==> src/rtl/block_xfer_pkg.sv <==
// Shared types and constants for the block transfer sequencer.
package block_xfer_pkg;

    localparam int WORD_BYTES = 4;
    localparam int REG_COUNT  = 16;
    // Popcount of a 16-bit list spans 0..16, so it needs 5 bits.
    localparam int CNT_W      = 5;

    typedef enum logic [1:0] {
        IDLE = 2'd0,
        XFER = 2'd1,
        DONE = 2'd2
    } state_t;

endpackage

==> src/rtl/lsb_encoder.sv <==
// Lowest-set-bit priority encoder: 16-bit mask to 4-bit index plus valid.
module lsb_encoder
    import block_xfer_pkg::*;
(
    input  logic [REG_COUNT-1:0] mask,
    output logic [3:0]           index,
    output logic                 valid
);

    // Scan from the top down so the lowest set bit wins the last assignment.
    always_comb begin
        // NOTE: defaults first so every path assigns both outputs and no latch is inferred.
        index = 4'd0;
        valid = 1'b0;
        for (int i = REG_COUNT - 1; i >= 0; i--) begin
            if (mask[i]) begin
                index = 4'(i);
                valid = 1'b1;
            end
        end
    end

endmodule

==> src/rtl/block_transfer_sequencer.sv <==
// Block load/store transfer sequencer: walks a latched register list and
// presents one (register, word address) transfer per accepted handshake.
// Optional base writeback output is enabled by BLOCK_XFER_WRITEBACK_EN.
module block_transfer_sequencer
    import block_xfer_pkg::*;
#(
    parameter int ADDR_WIDTH = 32
) (
    input  logic                  clk,
    input  logic                  rst_n,
    input  logic                  start,
    input  logic [REG_COUNT-1:0]  reg_list,
    input  logic [ADDR_WIDTH-1:0] base_addr,
    input  logic                  pre,
    input  logic                  up,
    input  logic                  load,
    input  logic                  ack,
    output logic                  busy,
    output logic                  xfer_valid,
    output logic [3:0]            reg_address,
    output logic [ADDR_WIDTH-1:0] mem_addr,
    output logic                  xfer_load,
    output logic                  last,
    output logic                  done
`ifdef BLOCK_XFER_WRITEBACK_EN
    ,
    output logic [ADDR_WIDTH-1:0] wb_addr,
    output logic                  wb_valid
`endif
);

    localparam logic [ADDR_WIDTH-1:0] WORD = ADDR_WIDTH'(WORD_BYTES);

    state_t                state;
    logic [REG_COUNT-1:0]  pending;
    logic [REG_COUNT-1:0]  mask_next;
    logic [3:0]            enc_index;
    logic                  enc_valid;
    logic                  one_left;
    logic [CNT_W-1:0]      n_regs;
    logic [ADDR_WIDTH-1:0] span;
    logic [ADDR_WIDTH-1:0] first_addr;

    function automatic logic [CNT_W-1:0] popcount(input logic [REG_COUNT-1:0] m);
        logic [CNT_W-1:0] c;
        c = '0;
        for (int i = 0; i < REG_COUNT; i++) c = c + CNT_W'(m[i]);
        return c;
    endfunction

    // Mask the next register is picked from: the incoming list when idle,
    // the pending mask minus the current register on an accepted transfer.
    always_comb begin
        mask_next = pending;
        if (state == IDLE)
            mask_next = reg_list;
        else if (state == XFER && ack)
            mask_next = pending & ~(REG_COUNT'(1) << reg_address);
    end

    lsb_encoder u_lsb_encoder (
        .mask  (mask_next),
        .index (enc_index),
        .valid (enc_valid)
    );

    // Exactly one bit left in the next mask means the next transfer is the final one.
    assign one_left = enc_valid && ((mask_next & (mask_next - REG_COUNT'(1))) == '0);

    // Start address of the block: the walk always ascends from the lowest word.
    always_comb begin
        n_regs = popcount(reg_list);
        span   = ADDR_WIDTH'(n_regs) << 2;
        case ({up, pre})
            2'b11:   first_addr = base_addr + WORD;
            2'b10:   first_addr = base_addr;
            2'b01:   first_addr = base_addr - span;
            default: first_addr = base_addr - span + WORD;
        endcase
    end

    // Sequencer FSM with all outputs registered.
    always_ff @(posedge clk or negedge rst_n) begin
        if (!rst_n) begin
            state       <= IDLE;
            pending     <= '0;
            busy        <= 1'b0;
            xfer_valid  <= 1'b0;
            reg_address <= 4'd0;
            mem_addr    <= '0;
            xfer_load   <= 1'b0;
            last        <= 1'b0;
            done        <= 1'b0;
`ifdef BLOCK_XFER_WRITEBACK_EN
            wb_addr     <= '0;
            wb_valid    <= 1'b0;
`endif
        end else begin
            // NOTE: state and outputs use non-blocking assignments so every read in this block sees pre-edge values.
            case (state)
                IDLE: begin
                    done <= 1'b0;
`ifdef BLOCK_XFER_WRITEBACK_EN
                    wb_valid <= 1'b0;
`endif
                    if (start) begin
                        pending   <= reg_list;
                        xfer_load <= load;
                        mem_addr  <= first_addr;
                        busy      <= 1'b1;
`ifdef BLOCK_XFER_WRITEBACK_EN
                        wb_addr   <= up ? base_addr + span : base_addr - span;
`endif
                        if (enc_valid) begin
                            state       <= XFER;
                            xfer_valid  <= 1'b1;
                            reg_address <= enc_index;
                            last        <= one_left;
                        end else begin
                            state <= DONE;
                            done  <= 1'b1;
`ifdef BLOCK_XFER_WRITEBACK_EN
                            wb_valid <= 1'b1;
`endif
                        end
                    end
                end
                XFER: begin
                    if (ack) begin
                        pending  <= mask_next;
                        mem_addr <= mem_addr + WORD;
                        if (last) begin
                            state      <= DONE;
                            xfer_valid <= 1'b0;
                            last       <= 1'b0;
                            done       <= 1'b1;
`ifdef BLOCK_XFER_WRITEBACK_EN
                            wb_valid   <= 1'b1;
`endif
                        end else begin
                            reg_address <= enc_index;
                            last        <= one_left;
                        end
                    end
                end
                DONE: begin
                    state <= IDLE;
                    busy  <= 1'b0;
                    done  <= 1'b0;
`ifdef BLOCK_XFER_WRITEBACK_EN
                    wb_valid <= 1'b0;
`endif
                end
                default: state <= IDLE;
            endcase
        end
    end

endmodule

==> config.mk <==
export PLATFORM = sky130hd
export DESIGN_NAME = block_transfer_sequencer
export DESIGN_NICKNAME = d
export VERILOG_FILES = /design/src/rtl/block_xfer_pkg.sv /design/src/rtl/lsb_encoder.sv /design/src/rtl/block_transfer_sequencer.sv
export SDC_FILE = /design/constraint.sdc
export NUM_CORES = 1
export LEC_CHECK = 0
export CAP_MARGIN = 20
export CORE_MARGIN = 8
export CORE_UTILIZATION = 40
export CTS_BUF_LIST = sky130_fd_sc_hd__clkbuf_16
export DETAILED_ROUTE_END_ITERATION = 10
export PLACE_DENSITY_LB_ADDON = 0.25
export SLEW_MARGIN = 10
export SYNTH_ARGS = -nofsm -noshare
export SYNTH_HDL_FRONTEND = slang
export SYNTH_HIERARCHICAL = 1
export SYNTH_SLANG_ARGS = --single-unit
==> constraint.sdc <==
create_clock -name clk -period 3.2 [get_ports clk]
set_clock_uncertainty 0.2 [all_clocks]
set_input_delay 0.64 -clock clk [delete_from_list [all_inputs] [get_ports clk]]
set_output_delay 0.64 -clock clk [all_outputs]
set_load 0.02 [all_outputs]
Word level (Yosys, flattened, before mapping). Cells that the tools add are included.

Register bits: 59. Logic and storage cells: 126. Output and inout port bits: 41. Bits of input ports: 55.

Reduce and logical (&&, ||, !) cells: 15. Multiplexer cells: 68. Shifts and indexed selects: 1. Equality and inequality tests: 10. Bitwise operators: 3. Add/subtract/negate cells: 20.

Operators by type and width (number): 32-bit by 3-bit adder with 32-bit output (second input constant) (3); 32-bit one-hot mux with 3 select lines (1); 4-bit 2-to-1 mux (20); 16-bit 2-to-1 mux (4); 32-bit 2-to-1 mux (2); 32-bit one-hot mux with 2 select lines (1); 5-bit by 1-bit adder with 5-bit output (11); 16-bit bitwise AND (2); 16-bit one-hot mux with 2 select lines (1); 32-bit by 7-bit subtractor with 32-bit output (1); 1-bit 2-to-1 mux (29); 16-bit zero test (1); 16-bit inverter (1); 1-bit by 4-bit << shifter with 16-bit output (first input constant) (1); 16-bit by 1-bit subtractor with 16-bit output (second input constant) (1); 2-bit inequality test (second input constant) (5); 5-bit AND reduction (2); 3-bit AND reduction (3); 2-bit 2-to-1 mux (4); 4-bit one-hot mux with 2 select lines (1); 2-bit == test (second input constant) (3); 1-bit one-hot mux with 2 select lines (3); 4-bit by 1-bit adder with 5-bit output (1); 3-bit by 1-bit adder with 4-bit output (1); other kinds (11) (15).

Logic depth before layout (Yosys ltp). Gate-level depths: netlist of run 1.

Depth after elaboration: 25. Mapped depth: 24. Gate-level depth less buffers: 22.

By module. Netlist of run 1, hierarchy kept.

Modules (own cells, without submodules): block_transfer_sequencer (cells an instance 906, area each 6581.3 sq um, times used 1, sequential area each 1476.4 sq um); lsb_encoder (cells an instance 33, area each 178.9 sq um, times used 1, sequential area each 0.0 sq um).

Worst setup path after synthesis of run 1. OpenSTA, ideal clock, no wires.

Kind: input to register. Start point: in reg_list[0]. End point: reg mem_addr[11]. Library setup time: 0.082 ns. Path slack: -3.363 ns. Path buffers: 1. Stages on the path: 21. Arrival time: 6.281 ns. Data required time: 2.918 ns. Cells stage by stage: inv_1 fa_1 fa_1 fa_1 fa_1 inv_1 ha_1 a21o_1 a21oi_1 xor2_1 ha_1 a21o_1 and2_1 or4_1 xor2_1 or4_1 buf_2 or3_1 a21oi_2 mux2_1 a31oi_1.

Longest elaborated chain between the ends: 20.

RTL lines: from (decl) (RTL line block_transfer_sequencer.sv:12) `input logic [REG_COUNT-1:0] reg_list,`; 1-bit by 1-bit adder with 2-bit output (*) (RTL line block_transfer_sequencer.sv:47) `for (int i = 0; i < REG_COUNT; i++) c = c + CNT_W'(m[i]);`; 2-bit by 1-bit adder with 3-bit output (*) (RTL line block_transfer_sequencer.sv:47); 3-bit by 1-bit adder with 4-bit output (*) (RTL line block_transfer_sequencer.sv:47); 4-bit by 1-bit adder with 5-bit output (*) (RTL line block_transfer_sequencer.sv:47); 5-bit by 1-bit adder with 5-bit output (*) (11 in series) (RTL line block_transfer_sequencer.sv:47); 32-bit by 7-bit subtractor with 32-bit output (*) (RTL line block_transfer_sequencer.sv:77, block_transfer_sequencer.sv:78); 32-bit by 3-bit adder with 32-bit output (RTL line block_transfer_sequencer.sv:78) `default: first_addr = base_addr - span + WORD;`; 32-bit one-hot mux with 3 select lines (*) (RTL line block_transfer_sequencer.sv:74) `case ({up, pre})`; 32-bit 2-to-1 mux (*) (RTL line block_transfer_sequencer.sv:106) `if (start) begin`; 32-bit one-hot mux with 2 select lines (*) (RTL line block_transfer_sequencer.sv:100) `case (state)`; to (signal assigned) (RTL line block_transfer_sequencer.sv:109) `mem_addr <= first_addr;`; to (signal assigned) (RTL line block_transfer_sequencer.sv:131) `mem_addr <= mem_addr + WORD;`; to (decl) (RTL line block_transfer_sequencer.sv:21) `output logic [ADDR_WIDTH-1:0] mem_addr,`.

Every way passes the cells marked *; elsewhere a longest branch is shown, timed or not. The select of a mux whose other input is x is not followed. A chain may end at the register's enable or synchronous reset.

Worst setup path after layout of run 1.
Start point: in reg_list[5]. End point: reg mem_addr[12].

Longest elaborated chain between the ends: 16.

RTL lines (RTL line): 5-bit by 1-bit adder with 5-bit output (*) (11 in series) (block_transfer_sequencer.sv:47); 32-bit by 7-bit subtractor with 32-bit output (*) (block_transfer_sequencer.sv:77, block_transfer_sequencer.sv:78); 32-bit by 3-bit adder with 32-bit output (block_transfer_sequencer.sv:78); 32-bit one-hot mux with 3 select lines (*) (block_transfer_sequencer.sv:74); 32-bit 2-to-1 mux (*) (block_transfer_sequencer.sv:106); 32-bit one-hot mux with 2 select lines (*) (block_transfer_sequencer.sv:100).

Marked as above.

==> results of run 1 <==
[worst min-delay path by stage]
stage | slack [ns] | end
after global routing | 0.25 | mem_addr[3]
after global placement | 0.26 | pending[3]
after floorplan | 0.14 | busy
after detailed placement | 0.28 | pending[10]
after CTS | 0.23 | mem_addr[15]
final | 0.20 | mem_addr[3]
[cells in the final DEF, fill, tap and decap left out, types with 7 or more instances in the layout]
cell             synthesis  layout
buf_4                    0     238
nand2_1                122     120
clkdlybuf4s50_1          0      83
nor2_1                  81      77
a21oi_1                 81      69
dfrtp_1                 59      59
o21ai_0                 66      51
nand3_1                 53      46
inv_1                   57      44
nor3_1                  31      29
buf_6                    1      21
xnor2_1                 28      20
nand4_1                 15      15
nor4_1                  16      15
and3_1                  15      13
xor2_1                  19      13
o21ai_1                  5      12
mux2i_1                 12      12
ha_1                    20      12
inv_2                    0      11
o31ai_1                 11      11
a211oi_1                12      10
a32o_1                   9       9
mux2_2                  11       9
clkbuf_16                0       9
a21oi_2                  1       8
a21o_1                   8       8
xnor2_2                  0       8
o22ai_1                  9       8
o211ai_1                 7       7
nand2b_1                 7       7
o21a_1                   7       7
o221ai_1                 7       7
fa_1                    11       7
[logic make-up (layout without fill, tap and decap cells)]
family | Yosys count | count (layout) | synth area share (%)
compound gates | 276 | 276 | 26.2
xor+xnor | 47 | 47 | 6.09
fa+ha+maj | 32 | 32 | 7.11
buf+inv | 114 | 429 | 6.53
flops | 59 | 59 | 21.8
mux | 24 | 24 | 3.78
simple gates | 387 | 387 | 28.5
[state kept, by name, summed over array words and instances (netlist names)]
register     cells
busy             1
done             1
last             1
mem_addr        32
pending         16
reg_address      4
state            2
xfer_load        1
xfer_valid       1
[stage by stage]
| step | setup TNS, ns | power (mW) | hold slack (ns) |
|---|---|---|---|
| finish | -81.96 | 9.88 | 0.202 |
| CTS | -83.68 | 9.35 | 0.231 |
| floorplan | -83.87 | 5.23 | 0.144 |
| global placement | -112.02 | 7.98 | 0.258 |
| detailed placement | -113.75 | 8.08 | 0.277 |
| global route | -88.24 | 10.6 | 0.247 |
[timing repair]
item                                   in CTS  in global routing
buffers inserted                           11                 10
pin swaps                                  43                 55
endpoints found under the hold margin       0                  0
resized for setup                          89                 75
setup endpoints to repair                  39                 39
[layout make-up]
cell class                 instances  area share (%)
inverter                          59            2.20
timing repair buffer             354            27.9
clock inverter                     7           0.998
tap                              220            2.55
clock buffer                       9            2.09
sequential                        59            13.7
multi-input combinational        766            50.6
[critical path: stages]
cell	delay (ns)
buf_6	0.07
inv_2	0.03
fa_1	0.56
fa_2	0.45
fa_2	0.56
fa_1	0.43
inv_2	0.08
ha_4	0.13
inv_2	0.04
fa_2	0.57
ha_4	0.22
nor2b_4	0.12
o2111a_1	0.24
or4_4	0.46
xor2_4	0.21
or4_4	0.57
buf_6	0.15
a21o_1	0.15
a31o_2	0.21
xnor2_2	0.14
a221oi_2	0.26
[power breakdown]
| part | switching, mW | internal, mW |
|---|---|---|
| logic | 3.80 | 3.44 |
| registers | 0.436 | 1.10 |
| clock network | 0.353 | 0.752 |
| total | 4.59 | 5.29 |
[metal layers]
metal	vias to the layer above	share of wire (%)
met2	370	48
met3	59	6.6
li1	4050	-
met5	-	0
met1	4003	43
met4	0	2.7
[Yosys cell counts (12+ instances only)]
| library cell | number | area (sq um) |
|---|---|---|
| nand4_1 | 15 | 93.8 |
| a21oi_1 | 81 | 405 |
| dfrtp_1 | 59 | 1480 |
| clkbuf_1 | 45 | 169 |
| ha_1 | 20 | 250 |
| inv_1 | 57 | 214 |
| xor2_1 | 19 | 166 |
| and3_1 | 15 | 93.8 |
| a211oi_1 | 12 | 90.1 |
| xnor2_1 | 28 | 245 |
| nand3_1 | 53 | 265 |
| nor2_1 | 81 | 304 |
| nand2_1 | 122 | 458 |
| mux2i_1 | 12 | 120 |
| o21ai_0 | 66 | 330 |
| nor4_1 | 16 | 100 |
| nor3_1 | 31 | 155 |
==> run metrics, run 1 <==
fraction of layout cells with a size suffix above 1 33.0%; register area share after synthesis between 20% and 30%; Detailed Place HPWL approximately 20,000 um; met1 Use GR a little under a third; outcome complete, but fails checks; Num CTS Buffers 9; met2 usage about two fifths; met3 usage 3.39%; utilization after layout 65.0%; failing checks negative setup slack; type of the worst setup path in -> reg; maximum VDD drop approximately 860 uV; post-synth net total slightly above 1,000; startpoint types primary input; initial core utilization 40.8%; Async S/R FF share, synth 100%; EDFF count, synth 0; Slew Limit Fails 0; I/O pins 96; Reg2Reg Setup Slack roughly 0.12 ns; critical path data arrival time about 6.3 ns; unique cell type count in the Yosys netlist 77; Layout area overhead 59.5%; Antenna Nets Post-Route 0; Post-Synthesis Cells roughly 940; Hold WC Path Type in -> async; post-DR vias/cell between 5 and 6; die area ~0.021 sq mm; drt pass-1 iters 5; largest net degree at the start of global routing between 40 and 50; # fillers 1,436; Clock Path Buffers 2; reg-to-reg critical path startpoint state[0]; aggregate global-route resource usage around a quarter; drt drc 0; routed vias roughly 8,500; pre-CTS setup slack -4.10 ns; initial antenna violation count 0; htree depth 3; placed instance count 1,437; Clock transition at path regs around 0.05 ns; yosys warns 6; min Tclk post-route ~6.3 ns; Final Hold Viols 0; Final nets approximately 1,300; Site Rows 47; Synth Register Bits 59; area of the multi-input gates roughly 0.0055 sq mm; core area between 0.015 and 0.02 sq mm; Setup crit end mem_addr[12]; Mean Syn Cell Area 7.20 sq um; leak pwr 4.63 nW; first-pass GRT wire length ~42,000 um; maxcap violations 0; 1st-iter DRT viols about 800; Power Dens Cells between 900 and 1000 mW/mm^2; Inserted Diodes 0; placed cell area ~0.01 sq mm; Design Area, Final between 0.01 and 0.015 sq mm; R2R cell count 13; Worst Slack Setup Final -3.09 ns; final non-filler cell total about 1,500; Worst-Margin Slew 0.821 ns; vias in the first global route around 8,000; Max FO, Critical Path 3; RSZ-0062 raised after global routing yes; routed wire length between 20,000 and 30,000 um; Critical Path Source reg_list[5]; Top Usage Layer GRT met2; Reg area 0.00148 sq mm; I/O Buffers 95; WL per Instance approximately 18 um; clk_lat worst skew ~0.33 ns; clock sinks just under 60; TritonCTS clock tree built; mapped cell area a little under 0.007 sq mm; hold_buf cts 0; endpoints failing setup 30; top_reg_cell synth dfrtp_1; RR Endpoint reg_address[3]; Die W between 100 and 150 um; relative slew slack 45.3%; Die Span Y between 100 and 150 um; post-route clock period utilization 197%; Required @ worst endpoint about 3.2 ns; endpoint class of the critical path flop; Clock Tree Root clkbuf_16; Final GP Congestion ~0.95; fmax 159 MHz; grt ovf 0
(Power assumes the default switching activity.)
==> run 2, diff against run 1 <==
Settings changed: RECOVER_POWER set to 25, TNS_END_PERCENT set to 50.
==> run metrics, run 2 (synthesis results as in run 1) <==
outcome complete, but fails checks (unchanged); failing checks max-capacitance violations, max-slew violations, negative setup slack (was negative setup slack); endpoint class of the critical path flop (unchanged); Final GP Congestion 0.971 (was 0.951); routed wire length 25,700 um (was 26,700 um); Final Hold Viols 0 (unchanged); reg-to-reg critical path startpoint state[1] (was state[0]); Reg area 0.00148 sq mm (unchanged); type of the worst setup path in -> reg (unchanged); Largest regs mem_addr: 32 flops, pending: 16 flops, reg_address: 4 flops (unchanged); grt ovf 0 (unchanged); Die Span Y 146 um (unchanged); initial antenna violation count 0 (unchanged); Final nets 1,326 (was 1,335); commonest non-fill, non-tap cells in the layout buf_4 (243), nand2_1 (120), clkdlybuf4s50_1 (84) (was buf_4 (238), nand2_1 (120), clkdlybuf4s50_1 (83)); Power Dens Cells 895 mW/mm^2 (was 916 mW/mm^2); core area 0.0166 sq mm (unchanged); htree depth 3 (unchanged); Met3 Wirelength 1570 um (was 1750 um); Die W 146 um (unchanged); endpoints failing setup 30 (unchanged); min Tclk post-route 6.41 ns (was 6.29 ns); drt drc 0 (unchanged); pre-CTS setup slack -4.20 ns (was -4.10 ns); # fillers 1,496 (was 1,436); Max FO, Critical Path 6 (was 3); DR WL met2 12,000 um (was 12,700 um); Detailed Place HPWL 20,100 um (was 20,200 um); Largest Register mem_addr (unchanged); Slew Limit Fails 60 (was 0); drt pass-1 iters 5 (unchanged); Inserted Diodes 0 (unchanged); Critical Path Source reg_list[15] (was reg_list[5]); most common cell after layout, fill and taps aside buf_4 (unchanged); leak pwr 4.44 nW (was 4.63 nW); post-DR vias/cell 5.68 (was 5.75); area of the multi-input gates 0.00511 sq mm (was 0.00545 sq mm); Num CTS Buffers 9 (unchanged); clk_lat worst skew 0.34 ns (was 0.33 ns); Worst-Margin Slew 1.56 ns (was 0.821 ns); Antenna Nets Post-Route 0 (unchanged); I/O pins 96 (unchanged); RSZ-0062 raised after global routing yes (unchanged); routed vias 8,322 (was 8,482); Clock transition at path regs 0.06 ns (was 0.05 ns); die area 0.0213 sq mm (unchanged); utilization after layout 61.6% (was 65.0%); Layout area overhead 51.2% (was 59.5%); first-pass GRT wire length 40,800 um (was 42,500 um); largest net degree at the start of global routing 60 (was 44); top layer in use met4 (unchanged); vias in the first global route 7,759 (was 8,182); Clock Path Buffers 2 (unchanged); WHS Path Cells 2; relative slew slack -4.00% (was 45.3%); maxcap violations 1 (was 0); TritonCTS clock tree built (unchanged); WL per Instance 17.5 um (was 18.1 um); 1st-iter DRT viols 798 (was 799); Clock Tree Root clkbuf_16 (unchanged); maximum VDD drop 902 uV (was 865 uV); initial core utilization 40.8% (unchanged); post-route clock period utilization 200% (was 197%); Hold WC Path Type reg -> reg (was in -> async); Worst Slack Setup Final -3.21 ns (was -3.09 ns); critical path data arrival time 6.43 ns (was 6.32 ns); Required @ worst endpoint 3.21 ns (was 3.23 ns); Site Rows 47 (unchanged); fmax 156 MHz (was 159 MHz); R2R cell count 15 (was 13); clock sinks 59 (unchanged); fraction of layout cells with a size suffix above 1 29.0% (was 33.0%); startpoint types primary input (unchanged); I/O Buffers 95 (unchanged); aggregate global-route resource usage 23.4% (was 24.0%); hold_buf cts 0 (unchanged); Tot Pwr 9.15 mW (was 9.88 mW); Final TNS setup -84.24 ns (was -81.96 ns); DRT met1 WL 11,600 um (was 11,500 um); hold path startpoint pending[0]; number of flip-flops in the largest register 32 (unchanged)
-- run 2: cell count changes in the layout (fill, tap and decap cells not counted), moves of 4 or more --
| cell | previous run | this run |
|---|---|---|
| a21oi_4 | 5 | 1 |
| ha_4 | 6 | 2 |
| inv_1 | 44 | 48 |
| o21ai_2 | 6 | 2 |
| xnor2_1 | 20 | 26 |
| xnor2_2 | 8 | 2 |
| buf_4 | 238 | 243 |
| a21oi_1 | 69 | 75 |
| buf_6 | 21 | 4 |
| nand3_1 | 46 | 51 |
| o21ai_0 | 51 | 55 |
-- run 2: critical path, cell delays in order --
cell and delay (ns):
clkbuf_4 0.14, inv_8 0.03, fa_1 0.54, fa_1 0.43, fa_2 0.57, fa_1 0.44
inv_2 0.08, ha_4 0.14, inv_2 0.04, fa_2 0.56, ha_4 0.21, nor2b_4 0.12
o2111a_1 0.26, or4_4 0.50, xor2_2 0.18, or4_4 0.58, nor4_4 0.33, buf_4 0.21
and3_4 0.18, xor2_1 0.16, a21oi_1 0.09
-- run 2: area by class of cell --
type	instances	share of cell area, %
Inverter	59	2.26
Sequential cell	59	14.4
Multi-Input combinational cell	766	50.0
Clock buffer	9	2.20
Clock inverter	7	0.355
Tap cell	220	2.69
Timing Repair Buffer	345	28.1
-- run 2: worst paths after layout --
path	to	slack, ns
max	mem_addr[21]	-3.21
min	pending[0]	0.28
max reg2reg	last	0.12
min reg2reg	pending[0]	0.28
max in group asynchronous	xfer_valid	1.29
min in group asynchronous	mem_addr[3]	0.57
-- run 2: what timing repair did --
action	CTS	global route
resized for setup	76	26
gates cloned	0	1
setup buffers	8	2
pin swaps	40	11
setup endpoints to repair	37	39
-- run 2: per-stage QoR --
| stage | instances | cell area (sq um) | hold slack (ns) |
|---|---|---|---|
| after floorplan | 939 | 6830 | 0.144 |
| after global placement | 1438 | 9660 | 0.262 |
| after detailed placement | 1438 | 9660 | 0.274 |
| after CTS | 1462 | 10100 | 0.286 |
| after global routing | 1465 | 10200 | 0.317 |
| final | 1465 | 10200 | 0.282 |
-- run 2: power by group --
group / switching, mW / internal [mW]
logic: 3.53 / 3.20
registers: 0.453 / 1.10
clock network: 0.357 / 0.513
total: 4.34 / 4.81
-- run 2: metal layers --
metal  track usage, %  vias to the layer above
met1             31.3                     3955
met4             7.06                        0
li1                 -                     4038
met2             37.5                      296
met5                0                        -
met3             4.23                       33
==> patch, RTL diff (settings of run 2) <==
`REG_COUNT`: 16 -> 24.
--- a/src/rtl/block_xfer_pkg.sv
+++ b/src/rtl/block_xfer_pkg.sv
@@ -3,5 +3,5 @@
 
     localparam int WORD_BYTES = 4;
-    localparam int REG_COUNT  = 16;
+    localparam int REG_COUNT  = 24;
     // Popcount of a 16-bit list spans 0..16, so it needs 5 bits.
     localparam int CNT_W      = 5;
Ports: changed (resized reg_list); port bits go from 96 to 104. The function was not compared with the original's and may differ.
==> patch against run 2 <==
The run ends with setup timing left. Sequential share of layout area shrank 1.3 points. Setup slack lost 0.60 ns. Routed wire length grew 28%. Non-clock buffer count grew 121. Sequential cell count grew 8. Synthesized area grew 17%. Total power grew 53%. Cell area grew 24%. Fmax shrank 8.5%. Largest power group unchanged.
==> patch: results (changes against run 2) <==
Timing
  – Slew @ Worst Pin: 1.474 ns (was 1.560 ns)
  – Final setup margin: -3.812 ns (was -3.213 ns)
  – WHS: 0.2758 ns (was 0.2818 ns)
  – Count of final setup violators: 36 (was 30)

Drt
  – Routed vias: 9988 (was 8322)
  – 1st-pass router iterations: 8 (was 5)
  – Avg WL per Cell: 18.75 µm (was 17.54 µm)

GRT
  – Overall Global Routing Usage: 0.2658 (was 0.2336)
  – Vias in the first global route: 9789 (was 7759)

Critical path
  – Slowest cell on the critical path: a41o_1 (was or4_4)
  – Critical path arrival: 7.02 ns (was 6.43 ns)
  – Reg2Reg Depth: 14 (was 15)
  – FF-to-FF Start: state[0]$_DFFE_PN0P_ (was state[1]$_DFFE_PN0P_)
  – Max incr delay on CP: 0.26 ns (was 0.58 ns)
  – Setup crit start: reg_list[5] (was reg_list[15])

Finish
  – Fill cell count: 1687 (was 1496)
  – Non-filler cells, final: 1759 (was 1465)
  – Largest regs: mem_addr x32, pending x24, reg_address x4 (was mem_addr x32, pending x16, reg_address x4)

Placed design
  – Port Buffers: 103 (was 95)
  – Placed Cells incl. Taps: 1676 (was 1438)
  – Hpwl dp: 24870 µm (was 20050 µm)

Synthesis
  – Mapped Nets: 1178 (was 1025)

Run status
  – Failing checks: setup timing (was capacitance limit, slew limit, setup timing)
  – Status: finished, violations left (unchanged)

Power and ir drop
  – P_leak: 0.005626 µW (was 0.004441 µW)
[patch: report_power, final]
part / switching (µW) / internal (µW) / total (µW)
Clock: 414 / 688 / 1100
Sequential: 331 / 1240 / 1570
Combinational: 5770 / 5590 / 11400
Total: 6520 / 7510 / 14000
[patch: worst min-delay path, cell delays in order, from the launching register on]
cell and delay (ns):
dfrtp_1 0.34, nand2_1 0.05, o41ai_1 0.05
[patch: logic make-up after synthesis]
| logic type | count (synthesis) | synth area share |
|---|---|---|
| and+or+nand+nor | 445 | 0.2853 |
| AOI/OAI and AO/OA | 309 | 0.2608 |
| buffers and inverters | 134 | 0.06466 |
| DFF | 67 | 0.2113 |
| xor gates and xnor gates | 45 | 0.05062 |
| adders and majority gates | 41 | 0.08106 |
| muxes | 35 | 0.04621 |
[patch: routing by layer]
| layer | routed length (µm) | up-vias | track usage |
|---|---|---|---|
| met4 | 1118 | 0 | 0.1011 |
| met5 | 0 | - | 0 |
| li1 | - | 4763 | - |
| met1 | 13720 | 4762 | 0.3333 |
| met2 | 16130 | 388 | 0.4599 |
| met3 | 2013 | 75 | 0.02896 |
[patch: area by class of cell]
cell class | count | area [µm²] | share of cell area
sequential | 67 | 1677 | 0.1317
timing repair buffer | 466 | 3786 | 0.2975
tap | 265 | 331.6 | 0.02605
multi-input combinational | 875 | 6344 | 0.4984
clock inverter | 7 | 98.84 | 0.007766
clock buffer | 9 | 225.2 | 0.01770
inverter | 70 | 265.3 | 0.02084
[patch: what timing repair did]
action	4_1_cts	5_1_grt
resized for setup	126	47
buffers inserted	61	8
pin swaps	56	46
setup endpoints to repair	38	39
